**src/rtl/fifo_uart_tx.sv**
```systemverilog
// Serial transmitter that drains a show-ahead FIFO one word per frame:
// start bit, DATA_W data bits LSB first, optional parity, 1 or 2 stop bits.
module fifo_uart_tx #(
  parameter int DATA_W     = 8,
  parameter int BAUD_DIV   = 16,
  parameter int PARITY_EN  = 0,
  parameter int PARITY_ODD = 0,
  parameter int STOP_BITS  = 1
) (
  input  logic              clk,
  input  logic              rst_n,
  input  logic              enable,
  input  logic              fifo_empty,
  input  logic [DATA_W-1:0] fifo_data,
  output logic              fifo_pop,
  output logic              tx,
  output logic              busy,
  output logic              frame_done,
  output logic [15:0]       frames_sent
);

  localparam int BIT_CNT_W = $clog2(DATA_W) + 1;
  localparam logic [15:0]          BAUD_LAST = 16'(BAUD_DIV - 1);
  localparam logic [BIT_CNT_W-1:0] DATA_LAST = BIT_CNT_W'(DATA_W - 1);
  localparam logic [BIT_CNT_W-1:0] STOP_LAST = BIT_CNT_W'(STOP_BITS - 1);

  typedef enum logic [2:0] {IDLE, START, DATA, PARITY, STOP} state_t;

  state_t               state, state_nxt;
  logic [DATA_W-1:0]    shreg;
  logic [DATA_W-1:0]    shreg_next;
  logic                 par_bit;
  logic [BIT_CNT_W-1:0] bit_cnt;
  logic [15:0]          baud_cnt;
  logic                 bit_end;

  function automatic logic parity_of(input logic [DATA_W-1:0] w);
    return (^w) ^ (PARITY_ODD != 0);
  endfunction

  assign busy       = (state != IDLE);
  assign shreg_next = shreg >> 1;

  always_comb begin
    state_nxt = state;
    fifo_pop  = 1'b0;
    bit_end   = (baud_cnt == BAUD_LAST);
    case (state)
      IDLE: begin
        // Gated by rst_n so the FIFO never sees a pop while we are held in reset.
        if (rst_n && enable && !fifo_empty) begin
          fifo_pop  = 1'b1;
          state_nxt = START;
        end
      end
      START:   if (bit_end) state_nxt = DATA;
      DATA:    if (bit_end && bit_cnt == DATA_LAST) state_nxt = (PARITY_EN != 0) ? PARITY : STOP;
      PARITY:  if (bit_end) state_nxt = STOP;
      STOP:    if (bit_end && bit_cnt == STOP_LAST) state_nxt = IDLE;
      default: state_nxt = IDLE;
    endcase
  end

  always_ff @(posedge clk or negedge rst_n) begin
    if (!rst_n) begin
      state       <= IDLE;
      shreg       <= '0;
      par_bit     <= 1'b0;
      bit_cnt     <= '0;
      baud_cnt    <= '0;
      tx          <= 1'b1;
      frame_done  <= 1'b0;
      frames_sent <= '0;
    end else begin
      state      <= state_nxt;
      frame_done <= 1'b0;
      if (state == IDLE) begin
        baud_cnt <= '0;
        bit_cnt  <= '0;
        if (fifo_pop) begin
          shreg   <= fifo_data;
          par_bit <= parity_of(fifo_data);
          tx      <= 1'b0;
        end
      end else if (!bit_end) begin
        baud_cnt <= baud_cnt + 16'd1;
      end else begin
        // Bit boundary: load tx with the value of the bit that starts next.
        baud_cnt <= '0;
        case (state)
          START: begin
            tx      <= shreg[0];
            bit_cnt <= '0;
          end
          DATA: begin
            if (bit_cnt == DATA_LAST) begin
              bit_cnt <= '0;
              tx      <= (PARITY_EN != 0) ? par_bit : 1'b1;
            end else begin
              bit_cnt <= bit_cnt + 1'b1;
              shreg   <= shreg_next;
              tx      <= shreg_next[0];
            end
          end
          PARITY: tx <= 1'b1;
          STOP: begin
            if (bit_cnt == STOP_LAST) begin
              frame_done  <= 1'b1;
              frames_sent <= frames_sent + 16'd1;
            end else begin
              bit_cnt <= bit_cnt + 1'b1;
            end
          end
          default: ;
        endcase
      end
    end
  end

endmodule

```
**config.mk**
```make
export PLATFORM = sky130hd
export DESIGN_NAME = fifo_uart_tx
export DESIGN_NICKNAME = d
export VERILOG_FILES = /design/src/rtl/fifo_uart_tx.sv
export SDC_FILE = /design/constraint.sdc
export NUM_CORES = 1
export LEC_CHECK = 0
export BUFFER_PORTS_ARGS = -buffer_cell sky130_fd_sc_hd__clkbuf_2
export CAP_MARGIN = 15
export CORE_UTILIZATION = 45
export CTS_CLUSTER_SIZE = 25
export DETAILED_ROUTE_END_ITERATION = 8
export GPL_TIMING_DRIVEN = 0
export PLACE_DENSITY = 0.77
export REMOVE_ABC_BUFFERS = 1
export SLEW_MARGIN = 20
export SYNTH_ARGS = -nofsm -noshare
export SYNTH_HDL_FRONTEND = slang
export SYNTH_SLANG_ARGS = --single-unit
```
**constraint.sdc**
```tcl
create_clock -name clk -period 2.33 [get_ports clk]
set_input_delay 0.466 -clock clk [delete_from_list [all_inputs] [get_ports clk]]
set_output_delay 0.466 -clock clk [all_outputs]
set_load 0.05 [all_outputs]
```
== Word level (Yosys, flattened, before mapping) ==
Index checks and enable logic that the tools add are counted.

* Register bits: 49
* Input port bits: 12
* Logic and storage cells: 71

* Equality and inequality tests: 14
* $add $sub $neg: 3
* Mux-type cells: 29
* Reduce and logical (&&, ||, !) cells: 17
* Bitwise logic cells: 1

{| class="wikitable"
|+ Operator list
! kind !! count
|-
| $mux W8 || 5
|-
| $add A16 B1 Y16 const B || 2
|-
| $mux W16 || 2
|-
| $eq A16 B4 Y1 const B || 1
|-
| $mux W4 || 4
|-
| $mux W3 || 5
|-
| $pmux W3 S5 || 1
|-
| $ne A2 B2 Y1 const B || 6
|-
| $pmux W4 S3 || 1
|-
| $mux W1 || 10
|-
| $reduce_and A4 Y1 || 2
|-
| $reduce_bool A4 Y1 || 2
|-
| $eq A3 B2 Y1 const B || 2
|-
| $reduce_and A3 Y1 || 2
|-
| $reduce_and A5 Y1 || 1
|-
| $add A4 B1 Y4 const B || 1
|-
| $eq A4 B3 Y1 const B || 1
|-
| $logic_and A1 B1 Y1 || 4
|-
| $logic_not A4 Y1 || 1
|-
| $reduce_bool A2 Y1 || 2
|-
| $eq A3 B1 Y1 const B || 1
|-
| $eq A3 B3 Y1 const B || 1
|-
| $logic_not A3 Y1 || 1
|-
| $ne A3 B3 Y1 const B || 1
|-
| 5 further kinds || 5
|}

== Longest topological paths before layout ==
Gate-level depths: netlist of run 1.

* Depth in word-level cells: 6
* Depth in mapped cells: 8
* Depth with buffers taken out: 7

== Worst setup path before layout of run 1 ==
OpenSTA, ideal clock, no wires.

* Kind: register to output
* From: register state[2]
* To: output port fifo_pop
* Arrival: 1.832 ns
* Slack: 0.032 ns
* Stages on the path, launching flop included: 6
* Path through: dfrtp_1 buf_6 nor3_4 inv_4 or3_4 inv_2

* Cells in the longest elaborated chain, start to end: 2

{| class="wikitable"
|+ RTL lines
! item !! line !! source
|-
| start: declaration || 29 || <nowiki>state_t state, state_nxt;</nowiki>
|-
| start signal: assignment || 75 || <nowiki>state <= state_nxt;</nowiki>
|-
| $logic_not A3 Y1 || 48 || <nowiki>case (state)</nowiki>
|-
| $mux W1 || 48 ||
|-
| end: declaration || 15 || <nowiki>output logic fifo_pop,</nowiki>
|}

No other way between the ends.

== Worst setup path in the final report of run 1 ==
* From: register state[0]
* To: output port fifo_pop

Same word-level chain as after synthesis.

==> results, run 1 <==
- The run finished with clean final reports.
- The largest stage delay on the critical path is 0.44 ns.
- The met3 track demand over resource in global routing is 3.57%.
- The post-layout minimum cycle time is 2.26 ns.
- Summing all flip-flop and latch instances after layout gives 0.00123 mm2.
- For this run, global-route usage on met2 was measured as 29.7%.
- Data on the critical path arrives at its endpoint at 1.79 ns.
- The wire length per cell is 13.2 um.
- Cells fill 54.9% of the core in the end.
- The async set-or-reset flop fraction in the synthesized netlist is 100%.
- The repair_antennas step left the layout with diodes totalling 0.
- The starting density of the core is 47.1%.
- The register bit count reported by yosys is 49.
- At the pin with the least slew margin, the transition time is 0.841 ns.
- The number of clock buffers added by TritonCTS is 5.
- The height of the chip is 75.3 um.
- After routing, the total negative slack on setup checks comes to 0 ns.
- Walking the worst path, the cells encountered are nor3_4 > inv_4 > or3_4 > inv_2 > buf_4.
- The number of cells produced by synthesis is 229.
- In this run the tightest slew margin relative to its limit is 43.8%.
- For this block, the routed nets add up to 4.45 mm of wire.
- The core region is 0.00514 mm2.
- The category of the worst setup path launch point is a flip-flop.
- The area of combinational cells with multiple inputs is 0.00113 mm2.
- The number of buffers and inverters on the critical path is 3.
- TritonCTS built the clock tree.
- The via count of the routed design is 1841.
- The clock insertion delay at the later pin of the skew report is 0.31 ns.
- Counting the fill cells in the layout gives 468.
- In the routed layout, each cell is associated on average with a via count of 5.45.
- Summing every instance area after synthesis gives 0.00242 mm2.
- The first global-routing pass estimated 7.69 mm of wire.
- The number of remaining DRC errors is 0.
- The library cell used most frequently in the layout, excluding fill and tap cells, is sky130_fd_sc_hd__dfrtp_1.
- During placement, the flow inserted port buffers numbering 31.
- After clock tree synthesis, the clock-pin slew on the worst setup and hold paths is 0.09 ns.
- The global-route congestion overflow total is 0.
- Compared with the post-synthesis result, the final layout area differs by 16.8%.
- The number of hold-repair buffers added at the cts stage is 0.
- For this design the static power due to leakage is 1.31 nW.
- The data required time of the worst path is 1.86 ns.
- The count of clock tree sinks is 49.
- Timing would allow up to 443 MHz.
- Setup repair after global routing left no endpoint under its margin.
- The number of synthesized flops with an enable pin is 0.
- The critical setup path kind is reg2out.
- met2 is the most crowded layer.
- The final number of max-transition violations is 0.
- The library cells used most frequently in the layout, excluding fill and tap cells, are sky130_fd_sc_hd__dfrtp_1 (45), sky130_fd_sc_hd__clkbuf_2 (29), sky130_fd_sc_hd__nor2_1 (24).
- The dominant synthesized flop cell is sky130_fd_sc_hd__dfrtp_1.
- The worst-case vdd ir drop is 0.691 mV.
- The floorplan has 26 rows.
- The largest net degree at the start of global routing is 51.
- The proportion of synthesized chip area in sequential cells is 50.8%.
- The total number of nets in the final design is 283.
- The cell at the root of the clock tree is sky130_fd_sc_hd__clkbuf_8.
- The number of antenna violations at the first check in global routing is 0.
- The detailed router finished its first iteration with 141 violations.
- The die covers 0.00567 mm2.
- Between clock sinks in the finished design, the worst skew comes to 0.00569 ns.
- For this design the top-level I/O count stands at 32.
- Setup violations remaining at the end of the flow were counted as 0.
- Detailed placement ended at an HPWL of 2.92 mm.
- The number of global-route vias before repair was 1700.
- The antenna violation net count after detailed routing is 0.
- The all-layer global routing usage is 18.0%.
- The number of distinct library cells after synthesis is 47.
- The global-route met1 utilization is 23.4%.
- The maximum root-to-sink buffer count is 2.
- The path class of the tightest hold or removal check is in2async.
- The average cell area after synthesis is 10.6 um2.
- The library cell contributing the largest single delay on the critical path is sky130_fd_sc_hd__dfrtp_2.
- The x dimension of the die is 75.3 um.
- The critical path's top delay family is simple AND/OR/NAND/NOR gates.
- The fraction of final layout cells with drive strength greater than 1 is 23.5%.
- The depth of the CTS H-tree is 2.
- At the end of routability-driven placement, the weighted congestion stood at 0.799.
- The number of warnings issued by yosys is 0.
- The number of max-cap violations is 0.
- The final hold violation count is 0.
- After layout, the worst path uses 96.9% of the clock period.
- The first-pass detailed-route iteration total is 4.
- STA classifies the critical path endpoint as an output pin.
- The final hold slack is 0.0770 ns.
- Dividing total power by cell area gives a power density of 862 mW/mm2.
- The top fanout value on the critical path is 6.
==> flip-flops by register name, indices dropped and copies added, names as in the netlist <==
name         cells
tx               1
shreg            8
state            3
frame_done       1
frames_sent     16
baud_cnt        16
bit_cnt          4
==> worst register-to-register path, cell delays in order (launching register included) <==
cell	delay, ns
sky130_fd_sc_hd__dfrtp_1	0.40
sky130_fd_sc_hd__inv_1	0.10
sky130_fd_sc_hd__ha_1	0.15
sky130_fd_sc_hd__or3b_1	0.40
sky130_fd_sc_hd__or4_4	0.50
sky130_fd_sc_hd__nor2_4	0.22
sky130_fd_sc_hd__mux2_2	0.37
==> logic make-up (layout without fill, tap and decap cells) <==
| group | Yosys count | after routing | synth area share (%) |
|---|---|---|---|
| flops | 49 | 49 | 50.8 |
| compound gates | 34 | 34 | 9.11 |
| mux | 9 | 9 | 3.78 |
| simple gates | 88 | 88 | 20.0 |
| xor+xnor | 30 | 30 | 10.9 |
| fa+ha+maj | 4 | 4 | 2.07 |
| buf+inv | 15 | 54 | 3.41 |
==> stage by stage <==
| step | worst slack (ns) | cell area (um2) | instances | power, W |
|---|---|---|---|---|
| floorplan | 0.0219 | 2370 | 222 | 0.00159 |
| global placement | -0.455 | 2610 | 323 | 0.00173 |
| detailed placement | -0.170 | 2620 | 323 | 0.00176 |
| CTS | -0.0269 | 2810 | 337 | 0.00244 |
| global route | 0.00677 | 2820 | 338 | 0.00258 |
| finish | 0.0727 | 2820 | 338 | 0.00243 |
==> per-layer routing <==
layer	part of all wire (%)	wire length (um)
met1	47	2090
met4	1.5	65
met5	0	0
met2	47	2110
met3	4.4	195
==> Yosys cell counts (2+ instances only) <==
library cell,n,area share [%]
sky130_fd_sc_hd__mux2i_1,8,3.3
sky130_fd_sc_hd__nor3_2,2,0.83
sky130_fd_sc_hd__nor2_1,24,3.7
sky130_fd_sc_hd__dfrtp_1,48,50
sky130_fd_sc_hd__xnor2_1,23,8.3
sky130_fd_sc_hd__nand2_1,15,2.3
sky130_fd_sc_hd__xor2_1,7,2.5
sky130_fd_sc_hd__ha_1,4,2.1
sky130_fd_sc_hd__clkbuf_1,2,0.31
sky130_fd_sc_hd__a21boi_0,2,0.62
sky130_fd_sc_hd__inv_1,6,0.93
sky130_fd_sc_hd__nand4_1,9,2.3
sky130_fd_sc_hd__and4_1,4,1.4
sky130_fd_sc_hd__nor3_1,2,0.41
sky130_fd_sc_hd__nand3_1,12,2.5
sky130_fd_sc_hd__a31oi_1,7,1.8
sky130_fd_sc_hd__nand2b_1,2,0.52
sky130_fd_sc_hd__or4_1,2,0.62
sky130_fd_sc_hd__nor4_1,3,0.78
sky130_fd_sc_hd__and3_1,6,1.6
sky130_fd_sc_hd__a21oi_1,12,2.5
sky130_fd_sc_hd__o21ai_0,4,0.83
==> path summary, 6_finish.rpt <==
| check | from | endpoint | slack [ns] | cells past startpoint |
|---|---|---|---|---|
| min | rst_n | shreg[7]$_DFFE_PN0P_ | 0.08 | 1 |
| min reg2reg | baud_cnt[0]$_DFF_PN0_ | baud_cnt[0]$_DFF_PN0_ | 0.46 | 1 |
| max reg2reg | bit_cnt[0]$_DFFE_PN0P_ | frames_sent[1]$_DFFE_PN0P_ | 0.08 | 6 |
| max in group asynchronous | rst_n | tx$_DFFE_PN1P_ | 1.92 | 1 |
| min in group clk | fifo_data[7] | shreg[7]$_DFFE_PN0P_ | 0.44 | 3 |
| max | state[0]$_DFFE_PN0P_ | fifo_pop | 0.07 | 5 |
==> power breakdown <==
| part | switching (W) | total, W | internal, W |
|---|---|---|---|
| registers | 0.0000962 | 0.00108 | 0.000988 |
| clock network | 0.000287 | 0.000636 | 0.000349 |
| logic | 0.000443 | 0.000713 | 0.000270 |
==> cell type report <==
class	instances	share of cell area (%)
flip-flops and latches	49	43.6
clock buffers	6	2.92
well taps	70	3.10
inverters	8	1.15
clock inverters	2	1.33
multi-input cells	165	40.1
repair buffers	38	7.75
==> what timing repair did <==
item                                    in CTS  in global routing
pin swaps                                    2                  2
resized for setup                            7                  3
endpoints found under the setup margin       7                 14
buffers inserted                             6                  1
Note: power is estimated with default switching activity, not from simulation.
==> run 2, diff against run 1 <==
--- a/config.mk
+++ b/config.mk
@@ -7,6 +7,7 @@
 export LEC_CHECK = 0
 export BUFFER_PORTS_ARGS = -buffer_cell sky130_fd_sc_hd__clkbuf_2
 export CAP_MARGIN = 15
+export CORE_ASPECT_RATIO = 1.1
 export CORE_UTILIZATION = 45
 export CTS_CLUSTER_SIZE = 25
 export DETAILED_ROUTE_END_ITERATION = 8
==> run 2 against run 1 <==
Effect of this change:
- design area is 0.31% higher
- critical path type unchanged
- clock skew is 0.00084 ns higher
- worst setup slack worse by 0.011 ns
- fmax is 0.48% lower
- global-route usage is 1.2 points lower
- critical path depth stayed put
- register-to-register slack better by 0.03 ns
==> results, run 2 (synthesis results as in run 1) <==
- The sum of internal, switching and leakage power is 0.00240 W (-1.5%).
- The depth of the CTS H-tree is 2 (unchanged).
- The clock-pin slew of the registers on the worst-case setup and hold paths came to 0.09 ns (about the same).
- The via count normalized by instance count is 5.27 (-3.2%).
- The clock skew after layout is 0.00653 ns (+0.000838 ns).
- The number of standard-cell rows in the floorplan is 27 (+3.8%).
- The iteration-0 DRC count of the detailed router is 139 (-1.4%).
- The all-layer global routing usage came to 16.8% (-1.2 points).
- The top cell types in the final layout, fill and taps aside, are sky130_fd_sc_hd__dfrtp_1 (45), sky130_fd_sc_hd__clkbuf_2 (29), sky130_fd_sc_hd__nor2_1 (24).
- The CTS buffer count came to 5 (unchanged).
- The placeable core region is 0.00510 mm2 (-0.75%).
- The via count of the routed design was 1804 (-2.0%).
- The largest net degree at the start of global routing is 51 (unchanged).
- The number of setup violations in the final report was 0 (unchanged).
- The number of buffers and inverters on the critical path is 3 (unchanged).
- The final number of max-transition violations is 0 (unchanged).
- The starting density of the core is 47.4% (+0.36 points).
- The tightest min-delay check is of the in2async type.
- The largest individual stage delay along the critical path comes from the cell sky130_fd_sc_hd__dfrtp_2.
- The clock insertion delay at the later pin of the skew report is 0.30 ns (about the same).
- The die area is 0.00567 mm2 (about the same).
- The data required time of the worst path is 1.86 ns (about the same).
- The worst-case vdd ir drop came to 0.577 mV (-17%).
- The slew at the pin closest to its max-slew limit is 0.479 ns (-0.362 ns).
- The share of the cycle needed by the critical path after routing is 97.3% (+0.47 points).
- The wire length of the first global-routing pass came to 7.51 mm (-2.3%).
- The worst slew margin relative to its limit is 68.0% (+24 points).
- The maximum root-to-sink buffer count is 2 (unchanged).
- The global-route congestion overflow total is 0 (unchanged).
- The flow ran to the end, and the final reports show no timing, DRC or antenna violations.
- TritonCTS built the clock tree.
- The number of filler instances in the final layout is 442 (-5.6%).
- The root buffer cell chosen for the clock tree is sky130_fd_sc_hd__clkbuf_8.
- The worst setup path is captured at an output pin.
- The total power per unit cell area was 847 mW/mm2 (-1.8%).
- The static leakage came to 1.33 nW (+0.85%).
- The worst setup path is of the reg2out kind.
- The half-perimeter wire length after detailed placement is 2.85 mm (-2.3%).
- The count of clock tree sinks is 49 (unchanged).
- Broken down by cell family, the worst path's largest delay share belongs to simple AND/OR/NAND/NOR gates.
- The number of remaining DRC errors is 0 (unchanged).
- The wire length per cell came to 12.6 um (-4.1%).
- The x dimension of the die is 71.9 um (-4.5%).
- The first-pass detailed-route iteration total came to 4 (unchanged).
- The final hold slack is 0.0939 ns (+0.0169 ns).
- The number of top-level pins came to 32 (unchanged).
- The final hold violation count is 0 (unchanged).
- The number of max-cap violations is 0 (unchanged).
- The fraction of final layout cells with drive strength greater than 1 came to 24.1% (+0.57 points).
- The largest stage delay on the critical path is 0.47 ns (+0.03 ns).
- The post-route setup TNS came to 0 ns (unchanged).
- The number of buffers added on ports is 31 (unchanged).
- The largest registers in the layout are baud_cnt (16), frames_sent (16), shreg (8).
- Traced cell by cell, the critical path runs through nor3_4 > inv_4 > or3_4 > inv_2 > buf_4.
- The number of inserted diodes is 0 (unchanged).
- The height of the chip is 78.9 um (+4.8%).
- The maximum clock frequency was 441 MHz (-0.48%).
- The antenna violation net count after detailed routing is 0 (unchanged).
- The data arrival time of the worst path is 1.80 ns (about the same).
- The category of the worst setup path launch point is a flip-flop.
- The global placement routability congestion is 0.762 (-4.6%).
- The total number of nets in the final design is 286 (+1.1%).
- The top fanout value on the critical path is 6 (unchanged).
- The routed wire length was 4.32 mm (-2.9%).
- The area growth from synthesis to layout is 17.1%.
- The most common cell after layout, fill and taps aside is sky130_fd_sc_hd__dfrtp_1.
- The number of antenna violations at the first check in global routing came to 0 (unchanged).
- The number of global-route vias before repair came to 1675 (-1.5%).
- The post-layout minimum cycle time was 2.27 ns (+0.0109 ns).
## run 2: what timing repair did
action	4_1_cts	5_1_grt
pin swaps	2	0
hold buffers	0	0
endpoints found under the setup margin	12	15
setup buffers	5	4
resized for setup	7	3
## run 2: worst reg2reg max path: stages (launching register included)
cell and delay (ns):
sky130_fd_sc_hd__dfrtp_1 0.41, sky130_fd_sc_hd__inv_1 0.09, sky130_fd_sc_hd__ha_1 0.14, sky130_fd_sc_hd__or3b_1 0.39, sky130_fd_sc_hd__or4_4 0.50, sky130_fd_sc_hd__nor2_4 0.23
sky130_fd_sc_hd__mux2_2 0.36
## run 2: through the flow
step           util (%)  setup WS, ns  instances  cell area [um2]
2_1_floorplan         -        0.0219        222             2370
3_3_place_gp       51.2        -0.436        325             2610
3_5_place_dp       51.5        -0.171        326             2630
4_1_cts            54.8       -0.0208        338             2800
5_1_grt            55.5      -0.00418        342             2830
6_report           55.5        0.0618        342             2830
## run 2: area by class of cell
type	instances	area (um2)	area share, %
Sequential cell	49	1230	43.5
Clock buffer	5	68.8	2.43
Multi-Input combinational cell	165	1130	40.0
Tap cell	72	90.1	3.18
Timing Repair Buffer	41	241	8.52
Clock inverter	2	35.0	1.24
Inverter	8	32.5	1.15
## run 2: power by group
group          total (W)  switching [W]  internal (W)
sequential       0.00109       0.000106      0.000988
combinational   0.000721       0.000428      0.000293
clock           0.000583       0.000271      0.000312
total            0.00240       0.000805       0.00159
## run 2: final timing paths
path	from	to	slack, ns	cells past startpoint
setup reg to reg	bit_cnt[0]$_DFFE_PN0P_	frames_sent[1]$_DFFE_PN0P_	0.11	6
max in group asynchronous	rst_n	tx$_DFFE_PN1P_	1.91	1
hold reg to reg	baud_cnt[0]$_DFF_PN0_	baud_cnt[0]$_DFF_PN0_	0.46	1
hold / removal	rst_n	shreg[5]$_DFFE_PN0P_	0.09	1
setup / recovery	state[1]$_DFFE_PN0P_	fifo_pop	0.06	5
min in group clk	fifo_data[7]	shreg[7]$_DFFE_PN0P_	0.46	3
## run 2: layer usage
| layer | global-route usage (%) | up-vias | share of wire [%] |
|---|---|---|---|
| met5 | 0 | - | 0 |
| met4 | 6.47 | 0 | 1.6 |
| met3 | 3.43 | 7 | 3.4 |
| met2 | 27.3 | 37 | 47 |
| met1 | 22.0 | 870 | 48 |
| li1 | - | 890 | - |
==> run 3, diff against run 2 <==
--- a/config.mk
+++ b/config.mk
@@ -5,14 +5,15 @@
 export SDC_FILE = /design/constraint.sdc
 export NUM_CORES = 1
 export LEC_CHECK = 0
-export BUFFER_PORTS_ARGS = -buffer_cell sky130_fd_sc_hd__clkbuf_2
 export CAP_MARGIN = 15
 export CORE_ASPECT_RATIO = 1.1
 export CORE_UTILIZATION = 45
+export CTS_BUF_LIST = sky130_fd_sc_hd__clkbuf_4 sky130_fd_sc_hd__clkbuf_8
 export CTS_CLUSTER_SIZE = 25
 export DETAILED_ROUTE_END_ITERATION = 8
+export DONT_BUFFER_PORTS = 1
 export GPL_TIMING_DRIVEN = 0
-export PLACE_DENSITY = 0.77
+export PLACE_DENSITY = 0.72
 export REMOVE_ABC_BUFFERS = 1
 export SLEW_MARGIN = 20
 export SYNTH_ARGS = -nofsm -noshare
==> run 3 against run 2 <==
Effect of this change:
- worst hold slack got worse by 0.092 ns
- cell count fell by 9.1%
- sequential cell count did not move
- worst setup slack improved by 0.023 ns
- count of clock-buffer cells in the layout rose by 1
- power fell by 3.7%
- critical path type unchanged
- critical path depth fell by 1
- combinational power fell by 9.6%
- first-iteration DRC count fell by 28%
==> results, run 3 (synthesis results as in run 1) <==
- The largest net degree at the start of global routing came to 50 (-2.0%).
- Walking the worst path, the cells encountered are nor3_4 > inv_4 > or3_4 > inv_4.
- The number of max-cap violations is 0 (unchanged).
- The run finished with clean final reports.
- The top cell types in the final layout, fill and taps aside, are sky130_fd_sc_hd__dfrtp_1 (45), sky130_fd_sc_hd__nor2_1 (24), sky130_fd_sc_hd__xnor2_1 (23).
- Relative to the synthesized area, the layout overhead comes to 10.6%.
- The placeable core region is 0.00510 mm2 (unchanged).
- The number of buffers added on ports is 0 (-100%).
- The maximum clock frequency was 445 MHz (+1.0%).
- The most common cell after layout, fill and taps aside is sky130_fd_sc_hd__dfrtp_1.
- The critical path's top delay family is simple AND/OR/NAND/NOR gates.
- The CTS buffer count came to 5 (unchanged).
- The number of standard-cell rows in the floorplan is 27 (unchanged).
- The area of all sequential standard cells was 0.00123 mm2 (unchanged).
- Among all stages on the critical path, the largest delay is contributed by sky130_fd_sc_hd__dfrtp_2.
- The total power per unit cell area was 864 mW/mm2 (+2.0%).
- The length of routed met3 wiring is 237 um (+62%).
- The half-perimeter wire length after detailed placement is 2.76 mm (-3.2%).
- The number of global-route vias before repair is 1583 (-5.5%).
- The largest stage delay on the critical path came to 0.46 ns (about the same).
- The maximum root-to-sink buffer count was 2 (unchanged).
- The worst-case vdd ir drop was 0.584 mV (+1.3%).
- The fraction of final layout cells with drive strength greater than 1 is 14.2% (-9.8 points).
- The wire length of the first global-routing pass was 7.18 mm (-4.4%).
- The final hold violation count came to 0 (unchanged).
- The depth of the CTS H-tree is 2 (unchanged).
- The number of remaining DRC errors is 0 (unchanged).
- The endpoint kind of the worst setup timing path is an output pin.
- The number of top-level pins is 32 (unchanged).
- The number of inserted diodes is 0 (unchanged).
- The all-layer global routing usage is 16.0% (-0.80 points).
- The via count of the routed design came to 1690 (-6.3%).
- In the final layout, the registers with the most flip-flops are baud_cnt (16), frames_sent (16), shreg (8).
- The clock tree from TritonCTS is done.
- The total number of nets in the final design came to 254 (-11%).
- The antenna violation net count after detailed routing is 0 (unchanged).
- The final number of max-transition violations was 0 (unchanged).
- The clock insertion delay at the later pin of the skew report came to 0.30 ns (about the same).
- The slew at the pin closest to its max-slew limit is 0.624 ns (+0.145 ns).
- The clock skew after layout is 0.0103 ns (+0.00378 ns).
- The top fanout value on the critical path is 6 (unchanged).
- The share of the cycle needed by the critical path after routing is 96.3% (-1.0 points).
- STA classifies the critical path startpoint as a flip-flop.
- The first-pass detailed-route iteration total is 4 (unchanged).
- The static leakage is 1.18 nW (-11%).
- The setup path with the least slack is of type reg2out.
- The worst slew margin relative to its limit was 58.4% (-9.6 points).
- The global-route congestion overflow total is 0 (unchanged).
- Setup repair after global routing could not meet its margin everywhere.
- The via count normalized by instance count was 5.43 (+3.0%).
- The area of combinational cells with multiple inputs was 0.00113 mm2 (unchanged).
- The worst reg2reg path depth is 6 (unchanged).
- The wire length per cell is 13.6 um (+7.9%).
- The x dimension of the die came to 71.9 um (unchanged).
- The total number of cells along the worst setup path was 4 (-1).
- The detailed-route wire length on metal 1 is 1.99 mm (-3.9%).
- The data arrival time of the worst path is 1.78 ns (-0.02 ns).
- The number of antenna violations at the first check in global routing came to 0 (unchanged).
- The die area is 0.00567 mm2 (unchanged).
- The clock-pin slew of the registers on the worst-case setup and hold paths is 0.09 ns (about the same).
- The data required time of the worst path is 1.86 ns (about the same).
- The sum of internal, switching and leakage power is 0.00231 W (-3.7%).
- The post-layout minimum cycle time came to 2.24 ns (-0.0233 ns).
- The global placement routability congestion is 0.804 (+5.4%).
- Signal routing reaches up to met4.
- The starting density of the core is 47.4% (unchanged).
- The number of setup violations in the final report is 0 (unchanged).
- The number of filler instances in the final layout is 443 (+0.23%).
- The cell at the root of the clock tree is sky130_fd_sc_hd__clkbuf_8.
- The routed wire length is 4.24 mm (-1.9%).
- The most prevalent standard cell on the critical path is sky130_fd_sc_hd__inv_4.
- The number of buffers and inverters on the critical path came to 2 (-1).
- The iteration-0 DRC count of the detailed router was 100 (-28%).
- The type of the most critical hold path is in2async.
- The worst setup timing slack at the placement stage came to -0.232 ns (-0.0609 ns).
- The wire length on met2 is 1.98 mm (-2.7%).
- The height of the chip was 78.9 um (unchanged).
- The final critical-path setup slack is 0.0852 ns (+0.0233 ns).
- The count of clock tree sinks is 49 (unchanged).
[run 3: changes by cell type in the layout (fill, tap and decap cells not counted)]
cell,delta
sky130_fd_sc_hd__buf_4,-3
sky130_fd_sc_hd__clkbuf_2,-29
sky130_fd_sc_hd__clkinv_4,+1
sky130_fd_sc_hd__buf_16,+1
sky130_fd_sc_hd__inv_2,-1
sky130_fd_sc_hd__bufinv_16,-1
sky130_fd_sc_hd__inv_4,+1
[run 3: final timing paths]
kind | to | start | slack (ns)
setup / recovery | fifo_pop | state[1]$_DFFE_PN0P_ | 0.09
hold / removal | baud_cnt[1]$_DFF_PN0_ | rst_n | 0.002
setup reg to reg | frames_sent[1]$_DFFE_PN0P_ | bit_cnt[0]$_DFFE_PN0P_ | 0.12
hold reg to reg | baud_cnt[0]$_DFF_PN0_ | baud_cnt[0]$_DFF_PN0_ | 0.47
max in group asynchronous | tx$_DFFE_PN1P_ | rst_n | 2.06
min in group clk | shreg[7]$_DFFE_PN0P_ | fifo_data[7] | 0.35
[run 3: timing repair]
action                                  4_1_cts  5_1_grt
buffers inserted                              4        3
pin swaps                                     2        1
endpoints found under the setup margin       20        5
endpoints found under the hold margin        49        0
gates resized for setup                       6        2
hold buffers                                  1        0
[run 3: area by class of cell]
class                   count  share of cell area [%]
flip-flops and latches     49                    46.0
multi-input cells         165                    42.4
well taps                  72                    3.37
repair buffers              9                    3.28
clock buffers               6                    3.09
inverters                   8                    1.31
clock inverters             2                   0.515
[run 3: where the power goes]
part	switching (W)	internal [W]
combinational	0.000384	0.000268
sequential	0.000143	0.000989
clock	0.000284	0.000241
total	0.000811	0.00150
[run 3: metal layers]
| metal | track usage, % | up-vias |
|---|---|---|
| li1 | - | 827 |
| met1 | 20.7 | 821 |
| met2 | 25.4 | 38 |
| met3 | 5.58 | 4 |
| met4 | 4.31 | 0 |
| met5 | 0 | - |
[run 3: metrics by stage]
stage	instance area [um2]	TNS [ns]	utilization, %	std cells	hold slack, ns
4_1_cts	2640	0	51.8	308	0.00601
2_1_floorplan	2370	0	-	222	0.170
3_3_place_gp	2460	-1.42	48.2	294	0.172
6_report	2670	0	52.4	311	0.00219
5_1_grt	2670	-0.00594	52.4	311	0.00699
3_5_place_dp	2470	-1.28	48.4	295	0.172
